===== config.mk =====
export PLATFORM = sky130hd
export DESIGN_NAME = branch_redirect_ctrl
export DESIGN_NICKNAME = d
export VERILOG_FILES = /design/src/rtl/branch_redirect_ctrl.sv
export SDC_FILE = /design/constraint.sdc
export NUM_CORES = 1
export LEC_CHECK = 0
export ABC_AREA = 1
export CAP_MARGIN = 20
export CORE_ASPECT_RATIO = 2
export CORE_MARGIN = 5
export CORE_UTILIZATION = 50
export DETAILED_ROUTE_END_ITERATION = 10
export GPL_TIMING_DRIVEN = 0
export PLACE_DENSITY = 0.85
export SLEW_MARGIN = 20
export SYNTH_ARGS = -nofsm -noshare
export SYNTH_HDL_FRONTEND = slang
export SYNTH_SLANG_ARGS = --single-unit

===== constraint.sdc =====
create_clock -name clk -period 3.5 [get_ports clk]
set_input_delay 0.35 -clock clk [delete_from_list [all_inputs] [get_ports clk]]
set_output_delay 0.35 -clock clk [all_outputs]
set_load 0.03 [all_outputs]

===== src/rtl/branch_redirect_ctrl.sv =====
`default_nettype none
// ============================================================================
// Module   : branch_redirect_ctrl
// Brief    : Turns an EX-stage taken-branch decision into a one-cycle PC
//            redirect plus a multi-cycle IF/ID + ID/EX flush, with stats.
// Revision : 1.0 - initial release
// ============================================================================
module branch_redirect_ctrl #(
    parameter int ADDR_W       = 32,
    parameter int FLUSH_CYCLES = 2,
    parameter int CNT_W        = 16
) (
    input  logic              clk,
    input  logic              rst_n,
    input  logic              ex_branch_valid,
    input  logic              br_sel,
    input  logic [ADDR_W-1:0] ex_target,
    input  logic              stall_in,
    input  logic              cnt_clr,
    output logic              pc_redirect,
    output logic [ADDR_W-1:0] redirect_pc,
    output logic              flush_if_id,
    output logic              flush_id_ex,
    output logic              busy,
    output logic [CNT_W-1:0]  branch_cnt,
    output logic [CNT_W-1:0]  taken_cnt
);

    localparam logic [1:0] c_idle     = 2'd0;
    localparam logic [1:0] c_pend     = 2'd1;
    localparam logic [1:0] c_redirect = 2'd2;
    localparam logic [1:0] c_flush    = 2'd3;

    // REDIRECT supplies the first flush cycle, FLUSH covers the remainder.
    localparam logic [3:0] c_flush_load = 4'(FLUSH_CYCLES - 1);

    logic [1:0]        r_state;
    logic [1:0]        w_next_state;
    logic [3:0]        r_flush_cnt;
    logic [ADDR_W-1:0] r_redirect_pc;
    logic [CNT_W-1:0]  r_branch_cnt;
    logic [CNT_W-1:0]  r_taken_cnt;
    logic              r_pc_redirect;
    logic              r_flush;
    logic              r_busy;

    logic w_in_idle;
    logic w_count_branch;
    logic w_take;
    logic w_pc_redirect_d;
    logic w_flush_d;
    logic w_busy_d;

    // A stalled not-taken branch is re-presented later, so only unstalled
    // ones count; a stalled taken branch is latched and counted at once.
    assign w_in_idle      = (r_state == c_idle);
    assign w_take         = w_in_idle && ex_branch_valid && br_sel;
    assign w_count_branch = (w_in_idle && ex_branch_valid && !stall_in) || w_take;

    always_ff @(posedge clk) begin
        if (!rst_n) begin
            r_state <= c_idle;
        end else begin
            r_state <= w_next_state;
        end
    end

    always_comb begin
        w_next_state = r_state;
        case (r_state)
            c_idle: begin
                if (w_take) begin
                    w_next_state = stall_in ? c_pend : c_redirect;
                end
            end
            c_pend: begin
                if (!stall_in) begin
                    w_next_state = c_redirect;
                end
            end
            c_redirect: begin
                w_next_state = (c_flush_load == 4'd0) ? c_idle : c_flush;
            end
            c_flush: begin
                if (!stall_in && (r_flush_cnt == 4'd1)) begin
                    w_next_state = c_idle;
                end
            end
            default: w_next_state = c_idle;
        endcase
    end

    // Outputs are decoded from the next state and registered below.
    always_comb begin
        w_pc_redirect_d = (w_next_state == c_redirect);
        w_flush_d       = (w_next_state == c_redirect) || (w_next_state == c_flush);
        w_busy_d        = (w_next_state != c_idle);
    end

    always_ff @(posedge clk) begin
        if (!rst_n) begin
            r_pc_redirect <= 1'b0;
            r_flush       <= 1'b0;
            r_busy        <= 1'b0;
            r_redirect_pc <= '0;
            r_flush_cnt   <= 4'd0;
            r_branch_cnt  <= '0;
            r_taken_cnt   <= '0;
        end else begin
            r_pc_redirect <= w_pc_redirect_d;
            r_flush       <= w_flush_d;
            r_busy        <= w_busy_d;

            if (w_take) begin
                r_redirect_pc <= ex_target;
            end

            if (r_state == c_redirect) begin
                r_flush_cnt <= c_flush_load;
            end else if ((r_state == c_flush) && !stall_in) begin
                r_flush_cnt <= r_flush_cnt - 4'd1;
            end

            if (cnt_clr) begin
                r_branch_cnt <= '0;
            end else if (w_count_branch && (r_branch_cnt != {CNT_W{1'b1}})) begin
                r_branch_cnt <= r_branch_cnt + CNT_W'(1);
            end

            if (cnt_clr) begin
                r_taken_cnt <= '0;
            end else if (w_take && (r_taken_cnt != {CNT_W{1'b1}})) begin
                r_taken_cnt <= r_taken_cnt + CNT_W'(1);
            end
        end
    end

    assign pc_redirect = r_pc_redirect;
    assign redirect_pc = r_redirect_pc;
    assign flush_if_id = r_flush;
    assign flush_id_ex = r_flush;
    assign busy        = r_busy;
    assign branch_cnt  = r_branch_cnt;
    assign taken_cnt   = r_taken_cnt;

endmodule
`default_nettype wire


==> results.md <==
* Synth unique cells at 27
* Area of the die at 0.00858 mm2
* VDD IR-drop max at 0.372 mV
* H-tree levels at 3
* Drt drc at 0
* Max Clk Rate at 472 MHz
* Avg Cell Area, Syn at 6.80 um2
* Fin. Hold Viols at 0
* Post-CTS setup buffers at 0
* Longest Clk Path Bufs at 2
* First DRT Iteration DRCs at 202
* Num CTS Buffers at 9
* Vias in the first global route at 3,743
* Net Count, Synth at 537
* Initial core utilization at 0.509
* Final Wtd Congestion at 0.832
* Synthesis Warnings at 0
* P per Cell Area at 445 mW/mm2
* Die Height at 126 um
* Worst-path clk slew at 0.06 ns
* LEAKAGE at 0.00178 uW
* Fillcell total at 551
* Crit-path max cell delay at 0.57 ns
* Hold Worst Slack at 0.466 ns
* Global route overflow at 0
* Rows at 42
* Cts hold-fix bufs at 0
* Final wirelength at 9870 um
* Fin crit share at 0.606
* Worst Hold Class: reg2reg
* Yosys top cell by area: dfxtp_1
* Clock Latency Late Sink at 0.34 ns
* Critical path type: in2reg
* First-pass GRT wire length at 16,800 um
* CTS root buf: clkbuf_16
* Sequential element share of the synthesized area at 0.428
* CP arrival at 2.38 ns
* Max Cap Viol at 0
* Routed len/inst at 14.0 um
* Top cell type's share of synthesized area at 0.428
* Worst Skew at 0.00558 ns
* Setup crit end kind: register
* Worst-path cell chain: clkdlybuf4s50_1, inv_2, nor2_1, inv_1, clkbuf_1, a21oi_1
* Crit path required time at 3.76 ns
* Min Tclk post-route at 2.12 ns
* CTS tree: built
* Fin util at 0.734
* Fin worst setup slack at 1.38 ns
* I/O pin count at 106
* Drt pass-1 iters at 4
* Post-DR vias/cell at 5.15
* CP startpoint kind: input port
* Final setup TNS at 0 ns
* Mapped Area at 0.00337 mm2
* PostCTS Resize Cnt at 0
* Area Overhead vs Synth at 44.3%
* Largest net degree at the start of global routing at 14
* Setup-failing EPs final at 0
* Max Slew Vio Count at 0
* RSZ-0062 raised after global routing: false
* Core footprint at 0.00662 mm2
* Leading post-synthesis cells by cell area: dfxtp_1 (43%), nand2_1 (21%), a21oi_1 (8.2%), nor2_1 (5.3%), inv_1 (4.3%)
* Tot GR Track Use at 0.255
* # nets final at 653
* Die Wd at 68.0 um
* Relative slew slack at 0.513
* Seq cells post-synth at 72
* Antenna violations before repair at 0
* Slowest cell on crit path: nor2_1
* Worst slack at placement at 1.07 ns
* Placed cells at 688
* Layout cell share with drive strength beyond 1 at 0.0617
* N_diodes at 0
* Synthesized netlist cell count at 495
* Clock sinks at 72
* Status: complete, no violations
* Crit path max fanout at 10
* Worst slew pin tran at 0.727 ns
* Finished Layout Cells at 704
* Detail Route Antenna Nets at 0
* Port bufs at 105
* Vias at 3,623
* Final HPWL from detailed placement at 7510 um
-- logic make-up after synthesis --
kind of cell / Yosys count / share of synthesized area
simple gates: 273 / 0.332
compound gates: 73 / 0.114
flops: 72 / 0.428
buf+inv: 59 / 0.0747
xor+xnor: 14 / 0.0364
fa+ha+maj: 4 / 0.0149
-- cell usage in the layout (no fill, tap or decap), drive strengths merged --
cell type,count
xor2,9
xnor2,5
nor3,3
a31oi,1
ha,4
buf,9
o21bai,1
clkbuf,18
inv,43
nand4,13
nand3,12
clkdlybuf4s50,105
a21oi,55
nand2,191
dfxtp,72
o21ai,14
bufinv,2
nor3b,1
clkinv,3
nor2,53
a211oi,1
a22oi,1
-- worst max-delay path, delay by kind of cell --
kind / cells / cell delay, ns
buffers and inverters: 4 / 1.24
and+or+nand+nor: 1 / 0.57
AOI/OAI and AO/OA: 1 / 0.21
-- through the flow --
step | area, um2 | total power (uW)
3_3_place_gp | 4530 | 1170
3_5_place_dp | 4530 | 1170
5_1_grt | 4860 | 2240
2_1_floorplan | 3370 | 1040
6_report | 4860 | 2160
4_1_cts | 4860 | 2180
-- final cells by class --
| type | count | area (um2) | share of cell area |
|---|---|---|---|
| plain buffers | 17 | 93.8 | 0.0193 |
| clock buffers | 10 | 239 | 0.0492 |
| clock inverters | 6 | 91.3 | 0.0188 |
| inverters | 42 | 158 | 0.0324 |
| multi-input cells | 364 | 1680 | 0.345 |
| flip-flops and latches | 72 | 1440 | 0.297 |
| well taps | 88 | 110 | 0.0227 |
| repair buffers | 105 | 1050 | 0.216 |
-- path summary, 6_finish.rpt --
kind | startpoint | end | slack, ns | depth (start not counted)
worst min register to register | redirect_pc[21] | redirect_pc[21] | 0.47 | 2
worst max-delay path | rst_n | taken_cnt[7] | 1.38 | 6
worst max register to register | branch_cnt[0] | branch_cnt[3] | 1.53 | 9
worst min-delay path | redirect_pc[21] | redirect_pc[21] | 0.47 | 2
-- state kept, by name (all words and copies together), names as in the netlist --
register and flops:
r_state 2, branch_cnt 16, taken_cnt 16, pc_redirect 1
busy 1, r_flush_cnt 4, redirect_pc 32
-- per-layer routing --
metal | vias to the layer above | wire, um | track usage
li1 | 1802 | - | -
met1 | 1631 | 3270 | 0.239
met2 | 153 | 5400 | 0.460
met3 | 37 | 769 | 0.0909
met4 | 0 | 432 | 0.130
met5 | - | 0 | 0
-- cells in the mapped netlist, drive strengths merged --
cell type  count
a31oi          1
a211oi         1
dfxtp         72
nand3         12
ha             4
inv           42
xor2           9
nor2          53
nor3b          1
nand2        191
nand4         13
a21oi         55
o21ai         14
xnor2          5
clkbuf         8
buf            9
a22oi          1
nor3           3
o21bai         1
-- power by group --
group	total (uW)	switching (uW)	leakage (uW)	internal (uW)
Clock	1010	363	0.000163	647
Sequential	869	19.5	0.000584	849
Combinational	286	165	0.00103	122
Total	2160	547	0.00178	1620
Power figures use the tool's default switching activity.
